$ cat src/rtl/fifo_pkg.sv
// Shared definitions for the dual-clock FIFO write side: default widths and
// pointer Gray-code conversion.
package fifo_pkg;

  localparam int DATA_SIZE_DEF = 8;
  localparam int ADDR_SIZE_DEF = 3;
  localparam int NUM_REQ_DEF   = 3;

  // Callers truncate the result to their pointer width.
  function automatic logic [31:0] bin2gray(input logic [31:0] b);
    return b ^ (b >> 1);
  endfunction

endpackage

$ cat src/rtl/fifo_write_arbiter_if.sv
// Write-side bundle between the requesters/read domain (master) and the
// write arbiter (slave).
interface fifo_write_arbiter_if
  import fifo_pkg::*;
#(
  parameter int data_size = DATA_SIZE_DEF,
  parameter int addr_size = ADDR_SIZE_DEF,
  parameter int num_req   = NUM_REQ_DEF
) ();

  logic [num_req-1:0]           req;
  logic [num_req*data_size-1:0] req_data;
  logic [addr_size:0]           read_ptr_gray;
  logic [num_req-1:0]           grant;
  logic                         write_en;
  logic [data_size-1:0]         write_data;
  logic [addr_size-1:0]         write_ptr_binary;
  logic [addr_size:0]           write_ptr_gray;
  logic                         fifo_full;

  modport master (
    output req, req_data, read_ptr_gray,
    input  grant, write_en, write_data, write_ptr_binary, write_ptr_gray, fifo_full
  );

  modport slave (
    input  req, req_data, read_ptr_gray,
    output grant, write_en, write_data, write_ptr_binary, write_ptr_gray, fifo_full
  );

endinterface

$ cat src/rtl/fifo_write_arbiter_rr_arbiter.sv
// Combinational round-robin arbiter: searches from last_grant+1 (mod num_req)
// and grants the first asserted request when enabled.
module rr_arbiter #(
  parameter int num_req = 3
) (
  input  logic [num_req-1:0]         req,
  input  logic [$clog2(num_req)-1:0] last_grant,
  input  logic                       enable,
  output logic [num_req-1:0]         grant,
  output logic [$clog2(num_req)-1:0] grant_idx
);

  localparam int          IDX_W = $clog2(num_req);
  localparam int unsigned NUM_U = num_req;

  logic [IDX_W-1:0] w_cand;
  logic             w_found;

  always_comb begin
    grant     = '0;
    grant_idx = last_grant;
    w_cand    = '0;
    w_found   = 1'b0;
    if (enable) begin
      for (int unsigned off = 1; off <= NUM_U; off++) begin
        w_cand = IDX_W'((32'(last_grant) + off) % NUM_U);
        if (!w_found && req[w_cand]) begin
          w_found       = 1'b1;
          grant[w_cand] = 1'b1;
          grant_idx     = w_cand;
        end
      end
    end
  end

endmodule

$ cat src/rtl/fifo_write_arbiter.sv
// Write-domain controller of the dual-clock FIFO: round-robin access to the
// array write port, write pointers, read-pointer synchroniser and full flag.
module fifo_write_arbiter
  import fifo_pkg::*;
#(
  parameter int data_size = DATA_SIZE_DEF,
  parameter int addr_size = ADDR_SIZE_DEF,
  parameter int num_req   = NUM_REQ_DEF
) (
  input  logic                 write_clk,
  input  logic                 write_rst_n,
  fifo_write_arbiter_if.slave  bus
);

  localparam int PW    = addr_size + 1;
  localparam int IDX_W = $clog2(num_req);

  logic [PW-1:0]      r_bin, r_gray, r_rq1, r_rq2;
  logic               r_full;
  logic [IDX_W-1:0]   r_last_grant;

  logic [num_req-1:0] w_grant;
  logic [IDX_W-1:0]   w_grant_idx;
  logic               w_arb_en;
  logic               w_write_en;
  logic [PW-1:0]      w_bin_next, w_gray_next, w_full_match;
  logic [data_size-1:0] w_write_data;

  // Gating with reset makes grant drop asynchronously while reset is held.
  assign w_arb_en = write_rst_n & ~r_full;

  rr_arbiter #(.num_req(num_req)) u_rr_arbiter (
    .req        (bus.req),
    .last_grant (r_last_grant),
    .enable     (w_arb_en),
    .grant      (w_grant),
    .grant_idx  (w_grant_idx)
  );

  assign w_write_en   = |w_grant;
  assign w_bin_next   = r_bin + PW'(w_write_en);
  assign w_gray_next  = PW'(bin2gray(32'(w_bin_next)));
  assign w_full_match = {~r_rq2[addr_size:addr_size-1], r_rq2[addr_size-2:0]};

  always_comb begin
    w_write_data = '0;
    for (int unsigned k = 0; k < num_req; k++) begin
      if (w_grant[k]) w_write_data = bus.req_data[k*data_size +: data_size];
    end
  end

  always_ff @(posedge write_clk or negedge write_rst_n) begin
    if (!write_rst_n) begin
      r_bin        <= '0;
      r_gray       <= '0;
      r_rq1        <= '0;
      r_rq2        <= '0;
      r_full       <= 1'b0;
      r_last_grant <= IDX_W'(num_req - 1);
    end else begin
      r_rq1  <= bus.read_ptr_gray;
      r_rq2  <= r_rq1;
      r_full <= (w_gray_next == w_full_match);
      if (w_write_en) begin
        r_bin        <= w_bin_next;
        r_gray       <= w_gray_next;
        r_last_grant <= w_grant_idx;
      end
    end
  end

  assign bus.grant            = w_grant;
  assign bus.write_en         = w_write_en;
  assign bus.write_data       = w_write_data;
  assign bus.write_ptr_binary = r_bin[addr_size-1:0];
  assign bus.write_ptr_gray   = r_gray;
  assign bus.fifo_full        = r_full;

endmodule
$ cat src/flat_wrapper.sv
// flat-port wrapper written by rule: the top's interface ports become plain ports
module fifo_write_arbiter_flat import fifo_pkg::*;
#(
  parameter int data_size = DATA_SIZE_DEF,
  parameter int addr_size = ADDR_SIZE_DEF,
  parameter int num_req   = NUM_REQ_DEF
)
  (write_clk, write_rst_n, bus_req, bus_req_data, bus_read_ptr_gray, bus_grant, bus_write_en, bus_write_data, bus_write_ptr_binary, bus_write_ptr_gray, bus_fifo_full);
  fifo_write_arbiter_if #(.data_size(data_size), .addr_size(addr_size), .num_req(num_req)) bus_i ();
  input  logic write_clk;
  input  logic write_rst_n;
  input wire logic [$bits(bus_i.req)-1:0] bus_req;
  input wire logic [$bits(bus_i.req_data)-1:0] bus_req_data;
  input wire logic [$bits(bus_i.read_ptr_gray)-1:0] bus_read_ptr_gray;
  output wire logic [$bits(bus_i.grant)-1:0] bus_grant;
  output wire logic [$bits(bus_i.write_en)-1:0] bus_write_en;
  output wire logic [$bits(bus_i.write_data)-1:0] bus_write_data;
  output wire logic [$bits(bus_i.write_ptr_binary)-1:0] bus_write_ptr_binary;
  output wire logic [$bits(bus_i.write_ptr_gray)-1:0] bus_write_ptr_gray;
  output wire logic [$bits(bus_i.fifo_full)-1:0] bus_fifo_full;
  assign bus_i.req = bus_req;
  assign bus_i.req_data = bus_req_data;
  assign bus_i.read_ptr_gray = bus_read_ptr_gray;
  assign bus_grant = bus_i.grant;
  assign bus_write_en = bus_i.write_en;
  assign bus_write_data = bus_i.write_data;
  assign bus_write_ptr_binary = bus_i.write_ptr_binary;
  assign bus_write_ptr_gray = bus_i.write_ptr_gray;
  assign bus_fifo_full = bus_i.fifo_full;
  fifo_write_arbiter #(.data_size(data_size), .addr_size(addr_size), .num_req(num_req)) u_core (.write_clk(write_clk), .write_rst_n(write_rst_n), .bus(bus_i));
endmodule
$ cat config.mk
export PLATFORM = sky130hd
export DESIGN_NAME = fifo_write_arbiter_flat
export DESIGN_NICKNAME = d
export VERILOG_FILES = /design/src/rtl/fifo_pkg.sv /design/src/rtl/fifo_write_arbiter_if.sv /design/src/rtl/fifo_write_arbiter_rr_arbiter.sv /design/src/rtl/fifo_write_arbiter.sv /design/src/flat_wrapper.sv
export SDC_FILE = /design/constraint.sdc
export NUM_CORES = 1
export LEC_CHECK = 0
export ABC_CLOCK_PERIOD_IN_PS = 3900
export CORE_ASPECT_RATIO = 0.6
export CORE_UTILIZATION = 25
export CTS_CLUSTER_DIAMETER = 50
export CTS_CLUSTER_SIZE = 14
export DETAILED_ROUTE_END_ITERATION = 10
export PLACE_DENSITY = 0.59
export SYNTH_ARGS = -nofsm -noshare
export SYNTH_HDL_FRONTEND = slang
export SYNTH_SLANG_ARGS = --single-unit
$ cat constraint.sdc
create_clock -name write_clk -period 3.9 [get_ports write_clk]
set_clock_uncertainty 0.05 [all_clocks]
set_input_delay 0.78 -clock write_clk [delete_from_list [all_inputs] [get_ports write_clk]]
set_output_delay 0.78 -clock write_clk [all_outputs]
set_load 0.02 [all_outputs]
# Word-level counts from Yosys, hierarchy flattened
# Cells that the tools add are included.
[totals] regBits=19 latch_bits=0 ram_bits=0 mem_bits_ro=0 in_bits=33 wordCells=64 n_memories=0
[classes] n_addsub=4 n_mul=0 div=3 magnitude_cmp=6 eq_ne=1 n_shift=0 mux=28 bitwise_logic=6 reduce_logical=10
[op_table] cell="32-bit by 2-bit remainder unit with 32-bit output (second input constant)" n=3
[op_table] cell="8-bit 2-to-1 mux" n=3
[op_table] cell="3-bit 2-to-1 mux" n=6
[op_table] cell="1-bit 2-to-1 mux" n=10
[op_table] cell="2-bit by 3-bit < comparator with 1-bit output (second input constant)" n=3
[op_table] cell="2-bit by 2-bit adder with 3-bit output (second input constant)" n=2
[op_table] cell="1-bit binary-select mux with 2-bit select" n=3
[op_table] cell="1-bit demux with 2-bit select" n=3
[op_table] cell="2-bit by 1-bit >= comparator with 1-bit output (second input constant)" n=3
[op_table] cell="2-bit 2-to-1 mux" n=3
[op_table] cell="3-bit bitwise OR" n=2
[op_table] cell="1-bit logical AND" n=5
[op_table] cell="4-bit by 1-bit adder with 4-bit output" n=1
[op_table] cell="4-bit equality test" n=1
[op_table] cell="4-bit by 3-bit XOR with 4-bit output" n=1
[op_table] cell="2-bit by 1-bit adder with 3-bit output (second input constant)" n=1
[op_table] cell="3-bit AND reduction" n=1
[op_table] cell="3-bit nonzero test" n=1
[op_table] cell="3-bit OR reduction" n=1
[op_table] cell="1-bit logical NOT" n=2
[op_table] cell="2-bit inverter" n=1
[op_table] cell="1-bit AND" n=1
[op_table] cell="1-bit inverter" n=1

# Depth between registers and ports, before layout
# Gate-level depths: netlist of run 1.
[logic_depth] depth_word=18 ltp_mapped=15

# By module
# Synthesis of run 1 repeated with hierarchy kept, for this count alone.
[hier_totals] cells_unflattened=141 hier_area_um2=1244.9
[modules_own_cells] mod="fifo_write_arbiter" instances=1 cells_each=91 area_each_um2=913.4
[modules_own_cells] mod="rr_arbiter" instances=1 cells_each=50 area_each_um2=331.6

# Worst setup path before layout of run 1
# No wires, ideal clock.
[synth_timing] path_kind="flip-flop to flip-flop" from="register u_core.r_last_grant[1]" to="register u_core.r_full (netlist: u_core.bus.fifo_full)" setup_ps=77 arrival_time_ps=3270 required_ps=3773 slack_ps=502 stages_incl_launch_ff=15 n_path_buf=1 cell_sequence="dfstp_2 inv_1 ha_1 buf_4 mux2i_1 o22a_1 and3_4 a32oi_4 nand3_4 ha_1 ha_1 xor2_1 xor2_1 or3_1 a21oi_1"
[synth_between] elab_chain_cells=18 word_cells_on_any_way=47 classes_between="4 x add/sub; 3 x div; 6 x order compare; 1 x eq/ne; 22 x mux; 3 x bitwise; 8 x reduce/logical"
[synth_lines] item="from (decl)" line_no="fifo_write_arbiter.sv:20" rtl="logic [IDX_W-1:0] r_last_grant;"
[synth_lines] item="from (signal assigned)" line_no="fifo_write_arbiter.sv:59" rtl="r_last_grant <= IDX_W'(num_req - 1);"
[synth_lines] item="from (signal assigned)" line_no="fifo_write_arbiter.sv:67" rtl="r_last_grant <= w_grant_idx;"
[synth_lines] item="2-bit by 1-bit adder with 3-bit output" line_no="fifo_write_arbiter_rr_arbiter.sv:26" rtl="w_cand = IDX_W'((32'(last_grant) + off) % NUM_U);"
[synth_lines] item="32-bit by 2-bit remainder unit with 32-bit output" line_no="fifo_write_arbiter_rr_arbiter.sv:26"
[synth_lines] item="2-bit by 3-bit < comparator with 1-bit output (not written as such) (tied with other cells)" line_no="fifo_write_arbiter_rr_arbiter.sv:29" rtl="grant[w_cand] = 1'b1;"
[synth_lines] item="1-bit logical AND (not written as such) / 1-bit 2-to-1 mux (equally long branches)" line_no="fifo_write_arbiter_rr_arbiter.sv:29, fifo_write_arbiter_rr_arbiter.sv:27"
[synth_lines] item="1-bit 2-to-1 mux (on tied branches)" line_no="fifo_write_arbiter_rr_arbiter.sv:29, fifo_write_arbiter_rr_arbiter.sv:27"
[synth_lines] item="1-bit demux with 2-bit select / 1-bit 2-to-1 mux (equally long branches)" line_no="fifo_write_arbiter_rr_arbiter.sv:29, fifo_write_arbiter_rr_arbiter.sv:24"
[synth_lines] item="3-bit 2-to-1 mux / 1-bit logical NOT (equally long branches)" line_no="fifo_write_arbiter_rr_arbiter.sv:27" rtl="if (!w_found && req[w_cand]) begin"
[synth_lines] item="3-bit 2-to-1 mux / 1-bit logical AND (equally long branches)" line_no="fifo_write_arbiter_rr_arbiter.sv:24, fifo_write_arbiter_rr_arbiter.sv:27"
[synth_lines] item="[3 not listed]"
[synth_lines] item="3-bit bitwise OR (no line) / 1-bit logical AND (equally long branches)"
[synth_lines] item="3-bit 2-to-1 mux (*)" line_no="fifo_write_arbiter_rr_arbiter.sv:27"
[synth_lines] item="3-bit 2-to-1 mux (*)" line_no="fifo_write_arbiter_rr_arbiter.sv:24" rtl="if (enable) begin"
[synth_lines] item="3-bit OR reduction (*)" line_no="fifo_write_arbiter.sv:40" rtl="assign w_write_en = |w_grant;"
[synth_lines] item="via bus_write_en" line_no="flat_wrapper.sv:16" rtl="output wire logic [$bits(bus_i.write_en)-1:0] bus_write_en;"
[synth_lines] item="4-bit by 1-bit adder with 4-bit output (*)" line_no="fifo_write_arbiter.sv:41" rtl="assign w_bin_next = r_bin + PW'(w_write_en);"
[synth_lines] item="4-bit by 3-bit XOR with 4-bit output (*)" line_no="fifo_pkg.sv:11" rtl="return b ^ (b >> 1);"
[synth_lines] item="4-bit equality test (*)" line_no="fifo_write_arbiter.sv:63" rtl="r_full <= (w_gray_next == w_full_match);"
[synth_lines] item="to (signal assigned)" line_no="fifo_write_arbiter.sv:63"
[synth_lines] item="to (decl)" line_no="fifo_write_arbiter.sv:19" rtl="logic r_full;"
# The timed path passes the listed nets; every way through them passes the cells marked *. The select of a mux whose other input is x is not followed.
# A chain may end at the register's enable or synchronous reset.

# Worst setup path in the final report of run 1
[layout_timing] from="input port bus_req[1]" to="output port bus_grant[0]"
[layout_between] elab_chain_cells=12 word_cells_on_any_way=22 classes_between="16 x mux; 2 x bitwise; 4 x reduce/logical"
[layout_lines] item="from (decl)" line_no="flat_wrapper.sv:12" rtl="input wire logic [$bits(bus_i.req)-1:0] bus_req;"
[layout_lines] item="1-bit binary-select mux with 2-bit select" line_no="fifo_write_arbiter_rr_arbiter.sv:27"
[layout_lines] item="1-bit 2-to-1 mux (not written as such)" line_no="fifo_write_arbiter_rr_arbiter.sv:27"
[layout_lines] item="1-bit 2-to-1 mux" line_no="fifo_write_arbiter_rr_arbiter.sv:27"
[layout_lines] item="1-bit 2-to-1 mux" line_no="fifo_write_arbiter_rr_arbiter.sv:24"
[layout_lines] item="1-bit logical NOT" line_no="fifo_write_arbiter_rr_arbiter.sv:27"
[layout_lines] item="1-bit logical AND" line_no="fifo_write_arbiter_rr_arbiter.sv:27"
[layout_lines] item="1-bit 2-to-1 mux" line_no="fifo_write_arbiter_rr_arbiter.sv:27"
[layout_lines] item="1-bit 2-to-1 mux" line_no="fifo_write_arbiter_rr_arbiter.sv:24"
[layout_lines] item="1-bit logical NOT" line_no="fifo_write_arbiter_rr_arbiter.sv:27"
[layout_lines] item="1-bit logical AND" line_no="fifo_write_arbiter_rr_arbiter.sv:27"
[layout_lines] item="3-bit 2-to-1 mux (*)" line_no="fifo_write_arbiter_rr_arbiter.sv:27"
[layout_lines] item="3-bit 2-to-1 mux (*)" line_no="fifo_write_arbiter_rr_arbiter.sv:24"
[layout_lines] item="to (decl)" line_no="flat_wrapper.sv:15" rtl="output wire logic [$bits(bus_i.grant)-1:0] bus_grant;"
# Every way passes the cells marked *; elsewhere a longest branch is shown, timed or not. The select of a mux whose other input is x is not followed.

==> summary.txt, run 1 <==
Floorplanning
  – Cell Rows: 19
  – # IOs: 53
  – Core area: 4780 sq um
  – Die Width: 95.1 microns
  – Die Y-Extent: 57.8 microns
  – Effective utilization at floorplan: 27.2%
  – Die Area: 5500 sq um

Route
  – Residual DRC: 0
  – Detailed router's first-iteration violation count: 49
  – WL final: 3.37 mm
  – Via count: 1224
  – Wire per inst: 12.4 microns
  – First-pass DRT Iterations: 4
  – Via/cell ratio: 4.48
  – Post-route ant nets: 0

Logic synthesis
  – Async SR Flop Fraction: 100%
  – Post-synth EDFFs: 0
  – Syn_nets: 178
  – Mapped Cells: 139
  – Synth area leader: dfrtp_1
  – Cell with the most instances after synthesis: inv_1
  – Synth top area share: 32.8%
  – Synth area leaders: dfrtp_1 33%, inv_1 7.5%, mux2_4 6.9%
  – YS warnings: 0
  – Ys flop type: dfrtp_1
  – Synth top cells by count: 26 x inv_1, 17 x dfrtp_1, 12 x o21ai_0
  – Synthesized area: 1300 sq um
  – Sequential-to-total area share from yosys stat: 34.8%
  – Post-synth cell types: 34
  – Yosys reg bits: 18
  – Mapped Avg Cell Area: 9.34 sq um

STA
  – Final-report setup violation count: 0
  – Fin crit share: 95.2%
  – Maximum clock frequency: 269 MHz
  – Final setup margin: 0.186 ns
  – RSZ-0062 raised after global routing: false
  – Post-route minimum period: 3.71 ns
  – Final Hold Vio Count: 0
  – Least-Margin Pin Slew: 0.439 ns
  – Max_slew headroom: 70.4%
  – Max-slew violation count: 0

Global route
  – Global-route wire length before repair: 5.49 mm
  – Gr ovfl total: 0
  – Pin count of the biggest net entering global routing: 21
  – Initial antenna violation count: 0
  – Vias in the first global route: 1151
  – Total GRT Usage: 13.2%

Setup path
  – Crit Path Category: in2out
  – CP startpoint kind: input pin
  – Critical Path AT: 2.88 ns
  – Endpoint class of the critical path: output pin
  – Critical-path maximum fanout: 5
  – Worst path required time: 3.07 ns
  – Worst r2r src: u_core.r_last_grant[1]$_DFFE_PN1P_
  – Worst Setup SP: bus_req[1]

Power
  – P_leak: 0.00101 uW
  – P per Cell Area: 873 nW/um^2
  – Worst IR Drop VDD: 0.294 mV

Placed design
  – Dpl hpwl: 2.55 mm
  – Post-Place Cell Area: 2030 sq um
  – RePlAce Congestion: 0.855
  – Pre-CTS setup slack: -0.155 ns
  – # port buffers: 52

Clock tree
  – CTS root buf: clkbuf_8
  – Clock latency on the worst-skew pair: 0.25 ns
  – Worst-path clk slew: 0.06 ns
  – CTS max path bufs: 2
  – TritonCTS clock tree: yes
  – Clock sink count: 18
  – CTS Hold Buffers Added: 0
  – CTS Buf Count: 3
  – Htree depth: 1

Cells and area
  – Final Instance Area: 2100 sq um
  – # diodes: 0
  – Fraction of layout cells with a size suffix above 1: 20.0%
  – Final #Nets: 250
  – Area Overhead vs Synth: 62.0%

Run status
  – Outcome: completed

Worst hold path
  – Worst Hold Launch: u_core.r_rq1[1]$_DFF_PN0_
  – Min-delay worst type: reg2reg

Run
  – Max_cap viols: 0
[power by group]
| part | leakage [uW] | internal [uW] | switching, uW | total, uW |
|---|---|---|---|---|
| clock | 0.0000288 | 89.7 | 61.7 | 151 |
| combinational | 0.000766 | 685 | 705 | 1390 |
| sequential | 0.000214 | 249 | 47.5 | 297 |
[final cells by class]
cell class	instances	area, sq um
multi-input cells	90	746
clock buffers	4	55.1
fillers	469	2670
flip-flops and latches	18	452
well taps	63	78.8
repair buffers	72	676
inverters	26	97.6
[worst paths after layout]
kind / end / slack, ns / depth (start not counted)
max: bus_grant[0] / 0.19 / 9
min in group asynchronous: u_core.bus.write_ptr_gray[0]$_DFFE_PN0N_ / 0.81 / 2
min reg2reg: u_core.r_rq2[1]$_DFF_PN0_ / 0.30 / 0
max reg2reg: u_core.bus.fifo_full$_DFF_PN0_ / 0.35 / 16
max in group asynchronous: u_core.r_rq1[2]$_DFF_PN0_ / 2.66 / 3
min: u_core.r_rq2[1]$_DFF_PN0_ / 0.30 / 0
[metrics by stage]
step | utilization (%) | power [uW] | hold slack, ns | cells | setup TNS (ns)
detailed placement | 42.4 | 1680 | 0.286 | 267 | -1.19
CTS | 44.0 | 1840 | 0.301 | 273 | 0
global placement | 42.4 | 1680 | 0.286 | 267 | -0.914
finish | 44.0 | 1840 | 0.298 | 273 | 0
floorplan | - | 1160 | 0.281 | 139 | 0
global route | 44.0 | 1970 | 0.308 | 273 | 0
[timing repair]
| action | CTS | global route |
|---|---|---|
| gates cloned | 1 | 0 |
| gates resized for setup | 14 | 6 |
| hold endpoints to repair | 0 | 0 |
| pin swaps | 1 | 1 |
| setup buffers | 1 | 0 |
| endpoints found under the setup margin | 10 | 3 |
[cells by family after synthesis]
logic type / share of synthesized area, %
buffers and inverters: 10.4
flip-flops: 34.8
adder cells (fa/ha/maj): 5.78
AND/OR/NAND/NOR: 10.8
XOR/XNOR: 6.74
AO/OA/AOI/OAI: 22.3
multiplexers: 9.25
[cells in the final DEF (no fill, tap or decap), types with 6 or more instances in the layout]
cell type,synthesis,routed
inv_1,26,26
dfrtp_1,17,17
o21ai_0,12,12
xor2_1,9,8
mux2_4,6,6
o22a_1,9,9
clkdlybuf4s50_1,0,42
buf_4,3,18
ha_1,6,6
nor3_1,10,10
dlygate4sd2_1,0,8
[critical path, cell delays in order]
cell	delay, ns
clkdlybuf4s50_1	0.57
mux2i_1	0.10
nand2_1	0.15
o21ai_0	0.21
o31a_1	0.40
buf_4	0.17
buf_4	0.13
inv_1	0.05
dlygate4sd2_1	0.32
[per-layer routing]
| layer | wire, microns | track usage [%] | vias up |
|---|---|---|---|
| met1 | 1780 | 20.4 | 548 |
| met3 | 281 | 5.12 | 2 |
| met5 | 0 | 0 | - |
| li1 | - | - | 629 |
| met2 | 1300 | 17.6 | 45 |
| met4 | 10 | 1.30 | 0 |
[flip-flops by register name (all words and copies together), names as in the netlist]
signal,flops
u_core.bus.fifo_full,1
u_core.r_bin,4
u_core.r_rq1,4
u_core.r_last_grant,2
u_core.r_rq2,4
u_core.bus.write_ptr_gray,3
Power figures use the tool's default switching activity.
==> inputs of run 2 (changes only) <==
ABC_CLOCK_PERIOD_IN_PS = 4400   (was 3900)
GPL_ROUTABILITY_DRIVEN = 0   (was not set)
clock period = 4.4 ns   (was 3.9 ns; I/O delays follow)
==> summary.txt, run 2 (synthesized netlist as in run 1, its figures left out) <==
Cells and area
  – Largest regs: u_core.r_bin (4), u_core.r_rq1 (4), u_core.r_rq2 (4)
  – FF/Latch Area: 452 sq um (unchanged)
  – Fraction of layout cells with a size suffix above 1: 14.5% (-5.5 points)
  – Area Overhead vs Synth: 54.8%
  – Commonest non-fill, non-tap cell in the layout: clkdlybuf4s50_1
  – Area occupied by multi-input gates: 722 sq um (-3.2%)
  – # diodes: 0 (unchanged)
  – Non-filler cells, final: 263 (-3.7%)
  – Final #Nets: 240 (-4.0%)
  – Commonest non-fill, non-tap cells in the layout: 51 x clkdlybuf4s50_1, 26 x inv_1, 17 x dfrtp_1, 12 x o21ai_0, 11 x buf_4
  – Fillers: 452 (-3.6%)

Setup path
  – Crit Path Category: in2out
  – Critical-path maximum fanout: 10 (+5)
  – Critical Path AT: 3.28 ns (+0.40 ns)
  – Worst path required time: 3.47 ns (+0.40 ns)
  – CP startpoint kind: input pin
  – Endpoint class of the critical path: output pin

Power
  – Worst IR Drop VDD: 0.283 mV (-3.7%)
  – P_leak: 0.000932 uW (-7.6%)
  – P per Cell Area: 785 nW/um^2 (-10%)

STA
  – Fin Setup TNS: 0 ns (unchanged)
  – Final-report setup violation count: 0 (unchanged)
  – Post-route minimum period: 4.21 ns
  – Max_slew headroom: 68.4% (-2.1 points)
  – RSZ-0062 raised after global routing: false
  – Max-slew violation count: 0 (unchanged)
  – Final Hold Vio Count: 0 (unchanged)
  – Least-Margin Pin Slew: 0.463 ns (+0.0236 ns)
  – Maximum clock frequency: 238 MHz
  – Fin crit share: 95.6%

Floorplanning
  – Die Y-Extent: 57.8 microns (unchanged)
  – Die Width: 95.1 microns (unchanged)
  – Cell Rows: 19 (unchanged)
  – Die Area: 5500 sq um (unchanged)
  – # IOs: 53 (unchanged)
  – Effective utilization at floorplan: 27.2% (unchanged)
  – Core area: 4780 sq um (unchanged)

Clock tree
  – CTS Buf Count: 3 (unchanged)
  – TritonCTS clock tree: yes
  – Clock latency on the worst-skew pair: 0.25 ns (about the same)
  – CTS root buf: clkbuf_8
  – Htree depth: 1 (unchanged)
  – Clock sink count: 18 (unchanged)
  – Post-CTS Repair Setup Buffers: 0 (-1)
  – CTS max path bufs: 2 (unchanged)
  – Worst-path clk slew: 0.07 ns (about the same)

Placed design
  – # port buffers: 52 (unchanged)
  – Placed cells: 259 (-3.0%)
  – Dpl hpwl: 2.45 mm (-3.8%)

Worst hold path
  – Min-delay worst type: reg2reg

Route
  – Post-route ant nets: 0 (unchanged)
  – Wire per inst: 11.9 microns (-3.6%)
  – WL final: 3.13 mm (-7.2%)
  – Via/cell ratio: 4.51 (+0.66%)
  – Detailed router's first-iteration violation count: 50 (+2.0%)
  – Via count: 1187 (-3.0%)
  – Residual DRC: 0 (unchanged)
  – First-pass DRT Iterations: 4 (unchanged)

Global route
  – Vias in the first global route: 1188 (+3.2%)
  – Total GRT Usage: 12.9% (-0.30 points)
  – Initial antenna violation count: 0 (unchanged)
  – Gr ovfl total: 0 (unchanged)
  – Global-route wire length before repair: 5.55 mm (+1.1%)
  – Pin count of the biggest net entering global routing: 19 (-9.5%)

Run
  – Max_cap viols: 0 (unchanged)

Run status
  – Outcome: completed
run 2: changes by cell type in the layout (fill, tap and decap cells not counted), moves of 2 or more:
cell	previous run	this run
buf_12	2	0
o31a_1	2	0
o21ai_2	2	0
clkdlybuf4s50_1	42	51
dlygate4sd2_1	8	0
buf_4	18	11
clkbuf_2	2	0
o21ai_1	0	2
run 2: metrics by stage:
step	cell area, sq um	utilization (%)	total power, uW	setup WS [ns]	hold WS [ns]
after global routing	2010	42.1	1710	0.00655	0.305
final	2010	42.1	1580	0.193	0.299
after detailed placement	1940	40.7	1440	0.0664	0.285
after floorplan	1300	-	1030	1.00	0.281
after global placement	1940	40.7	1440	0.125	0.287
after CTS	2000	41.8	1590	0.0554	0.301
run 2: final timing paths:
kind | startpoint | endpoint | slack [ns] | cells after the start
max | bus_req[2] | bus_write_data[3] | 0.19 | 9
min | u_core.r_rq1[1]$_DFF_PN0_ | u_core.r_rq2[1]$_DFF_PN0_ | 0.30 | 0
max reg2reg | u_core.r_last_grant[1]$_DFFE_PN1P_ | u_core.bus.fifo_full$_DFF_PN0_ | 0.74 | 16
min reg2reg | u_core.r_rq1[1]$_DFF_PN0_ | u_core.r_rq2[1]$_DFF_PN0_ | 0.30 | 0
max in group asynchronous | write_rst_n | u_core.r_last_grant[1]$_DFFE_PN1P_ | 3.04 | 2
min in group asynchronous | write_rst_n | u_core.bus.write_ptr_gray[0]$_DFFE_PN0N_ | 1.01 | 2
run 2: area by class of cell:
class                      count  area share (%)
clock buffer                   4            2.74
inverter                      26            4.85
multi-input combinational     89            35.9
sequential                    18            22.5
tap                           63            3.92
timing repair buffer          63            30.1
run 2: routing by layer:
layer,wire length [microns],global-route usage (%)
met1,1590,18.8
met2,1210,18.2
met3,327,5.25
met4,0,1.95
met5,0,0
run 2: timing repair:
item | in CTS | in global routing
setup endpoints to repair | 0 | 9
gates resized for setup | 0 | 4
endpoints found under the hold margin | 0 | 0
hold buffers | 0 | 0
run 2: worst max-delay path: stages:
cell and delay [ns]:
clkdlybuf4s50_1 0.54, inv_1 0.09, o21ai_1 0.19, buf_4 0.15
nor2_1 0.04, o31a_2 0.44, nor3_1 0.16, o22a_1 0.16
clkdlybuf4s50_1 0.61
run 2: power by group:
part	internal [uW]	total, uW	switching (uW)
sequential	221	263	42.2
clock	79.4	132	52.6
combinational	595	1180	587
total	896	1580	682
==> inputs of run 3 (changes only) <==
ABC_CLOCK_PERIOD_IN_PS = 4500   (was 4400)
CAP_MARGIN = 25   (was not set)
clock period = 4.5 ns   (was 4.4 ns; I/O delays follow)
==> summary.txt, run 3 (synthesized netlist as in run 1, its figures left out) <==
Route
  – Residual DRC: 0 (unchanged)
  – Detailed router's first-iteration violation count: 36 (-28%)
  – Post-route ant nets: 0 (unchanged)
  – Via/cell ratio: 4.65 (+3.1%)
  – WL final: 3.35 mm (+6.8%)
  – Via count: 1214 (+2.3%)
  – First-pass DRT Iterations: 4 (unchanged)
  – Wire per inst: 12.8 microns (+7.6%)

Setup path
  – Endpoint class of the critical path: output pin
  – CP startpoint kind: input pin
  – Setup crit end: bus_write_data[4]
  – Crit Path Category: in2out
  – Worst Setup SP: bus_req[1]
  – Critical R2R Capture: u_core.bus.fifo_full$_DFF_PN0_
  – Internal reg-to-reg setup slack: 0.75 ns (about the same)
  – Worst r2r src: u_core.r_last_grant[1]$_DFFE_PN1P_
  – Critical Path AT: 3.40 ns (+0.12 ns)
  – Worst path required time: 3.55 ns (+0.08 ns)
  – Critical-path maximum fanout: 8 (-2)
  – Cells on worst reg2reg path: 16 (unchanged)

Power
  – Worst IR Drop VDD: 0.283 mV (+0.19%)
  – P per Cell Area: 763 nW/um^2 (-2.8%)
  – P_leak: 0.000923 uW (-1.0%)

Global route
  – Gr ovfl total: 0 (unchanged)
  – Pin count of the biggest net entering global routing: 19 (unchanged)
  – Global-route wire length before repair: 5.44 mm (-2.1%)
  – Vias in the first global route: 1125 (-5.3%)
  – Initial antenna violation count: 0 (unchanged)
  – Total GRT Usage: 12.9% (about the same)

Floorplanning
  – # IOs: 53 (unchanged)
  – Die Y-Extent: 57.8 microns (unchanged)
  – Die Area: 5500 sq um (unchanged)
  – Core area: 4780 sq um (unchanged)
  – Die Width: 95.1 microns (unchanged)
  – Cell Rows: 19 (unchanged)
  – Effective utilization at floorplan: 27.2% (unchanged)

Cells and area
  – Largest regs: u_core.r_bin (4), u_core.r_rq1 (4), u_core.r_rq2 (4)
  – Area Overhead vs Synth: 53.7%
  – # diodes: 0 (unchanged)
  – Final #Nets: 238 (-0.83%)
  – Commonest non-fill, non-tap cell in the layout: clkdlybuf4s50_1
  – Commonest non-fill, non-tap cells in the layout: 51 x clkdlybuf4s50_1, 26 x inv_1, 17 x dfrtp_1, 12 x o21ai_0, 10 x nor3_1
  – Fraction of layout cells with a size suffix above 1: 13.6% (-0.86 points)
  – Non-filler cells, final: 261 (-0.76%)

STA
  – Post-route minimum period: 4.35 ns
  – Fin Setup TNS: 0 ns (unchanged)
  – Final-report setup violation count: 0 (unchanged)
  – Least-Margin Pin Slew: 0.425 ns (-0.0377 ns)
  – Fin crit share: 96.7%
  – Max-slew violation count: 0 (unchanged)
  – Maximum clock frequency: 230 MHz
  – Max_slew headroom: 70.9% (+2.6 points)
  – RSZ-0062 raised after global routing: false
  – Final Hold Vio Count: 0 (unchanged)

Run
  – Max_cap viols: 0 (unchanged)

Clock tree
  – CTS root buf: clkbuf_8
  – Clock sink count: 18 (unchanged)
  – Worst-path clk slew: 0.06 ns (about the same)
  – Post-CTS Repair Setup Buffers: 0 (unchanged)
  – Clock latency on the worst-skew pair: 0.26 ns (about the same)
  – Htree depth: 1 (unchanged)
  – TritonCTS clock tree: yes
  – CTS max path bufs: 2 (unchanged)
  – CTS Buf Count: 3 (unchanged)

Worst hold path
  – Hold Path Stages: 0 (unchanged)
  – Min-delay worst type: reg2reg

Placed design
  – Dpl hpwl: 2.65 mm (+8.3%)
  – # port buffers: 52 (unchanged)
  – Placed cells: 257 (-0.77%)

Run status
  – Outcome: completed
==> run 3: cell types whose count changed in the layout (fill, tap and decap cells not counted) <==
cell | before | now
buf_4 | 11 | 9
==> run 3: layout make-up <==
cell class	count	area [sq um]
clock buffer	4	55.1
fill	469	2780
inverter	26	97.6
multi-input combinational	89	722
sequential	18	452
tap	63	78.8
timing repair buffer	61	591
==> run 3: timing repair <==
item                       CTS  global route
setup endpoints to repair    0            10
hold buffers                 0             0
gates resized for setup      0             4
==> run 3: per-layer routing <==
layer / up-vias / global-route usage [%] / routed length [microns]
met4: 0 / 0.649 / 0
met3: 0 / 5.12 / 263
li1: 607 / - / -
met2: 41 / 17.6 / 1330
met5: - / 0 / 0
met1: 566 / 19.8 / 1750
==> run 3: per-stage QoR <==
step,worst slack [ns],power (uW),area [sq um],util [%],hold slack (ns)
after floorplan,1.10,1010,1300,-,0.281
after global placement,0.151,1380,1930,40.4,0.287
after detailed placement,0.0917,1380,1930,40.4,0.287
after CTS,0.0786,1520,1980,41.5,0.304
after global routing,0.0156,1640,2000,41.8,0.307
final,0.149,1520,2000,41.8,0.304
==> run 3: worst min-delay path by stage <==
| stage | from | endpoint | slack (ns) |
|---|---|---|---|
| after floorplan | u_core.r_rq1[0]$_DFF_PN0_ | u_core.r_rq2[0]$_DFF_PN0_ | 0.28 |
| after global placement | u_core.r_rq1[1]$_DFF_PN0_ | u_core.r_rq2[1]$_DFF_PN0_ | 0.29 |
| after detailed placement | u_core.r_rq1[3]$_DFF_PN0_ | u_core.r_rq2[3]$_DFF_PN0_ | 0.29 |
| after CTS | u_core.r_rq1[2]$_DFF_PN0_ | u_core.r_rq2[2]$_DFF_PN0_ | 0.30 |
| after global routing | u_core.r_rq1[2]$_DFF_PN0_ | u_core.r_rq2[2]$_DFF_PN0_ | 0.31 |
| final | u_core.r_rq1[2]$_DFF_PN0_ | u_core.r_rq2[2]$_DFF_PN0_ | 0.30 |
==> run 3: where the power goes <==
group	leakage [uW]	switching (uW)	internal [uW]
registers	0.000214	39.8	216
logic	0.000679	577	557
clock network	0.0000288	55.0	77.8
total	0.000923	671	851
==> run 3: worst max-delay path, cell delays in order <==
cell	delay, ns
clkdlybuf4s50_1	0.57
mux2i_1	0.10
o21ai_1	0.27
a21boi_2	0.39
a32o_2	0.36
nor3_1	0.08
o22a_1	0.20
clkdlybuf4s50_1	0.54
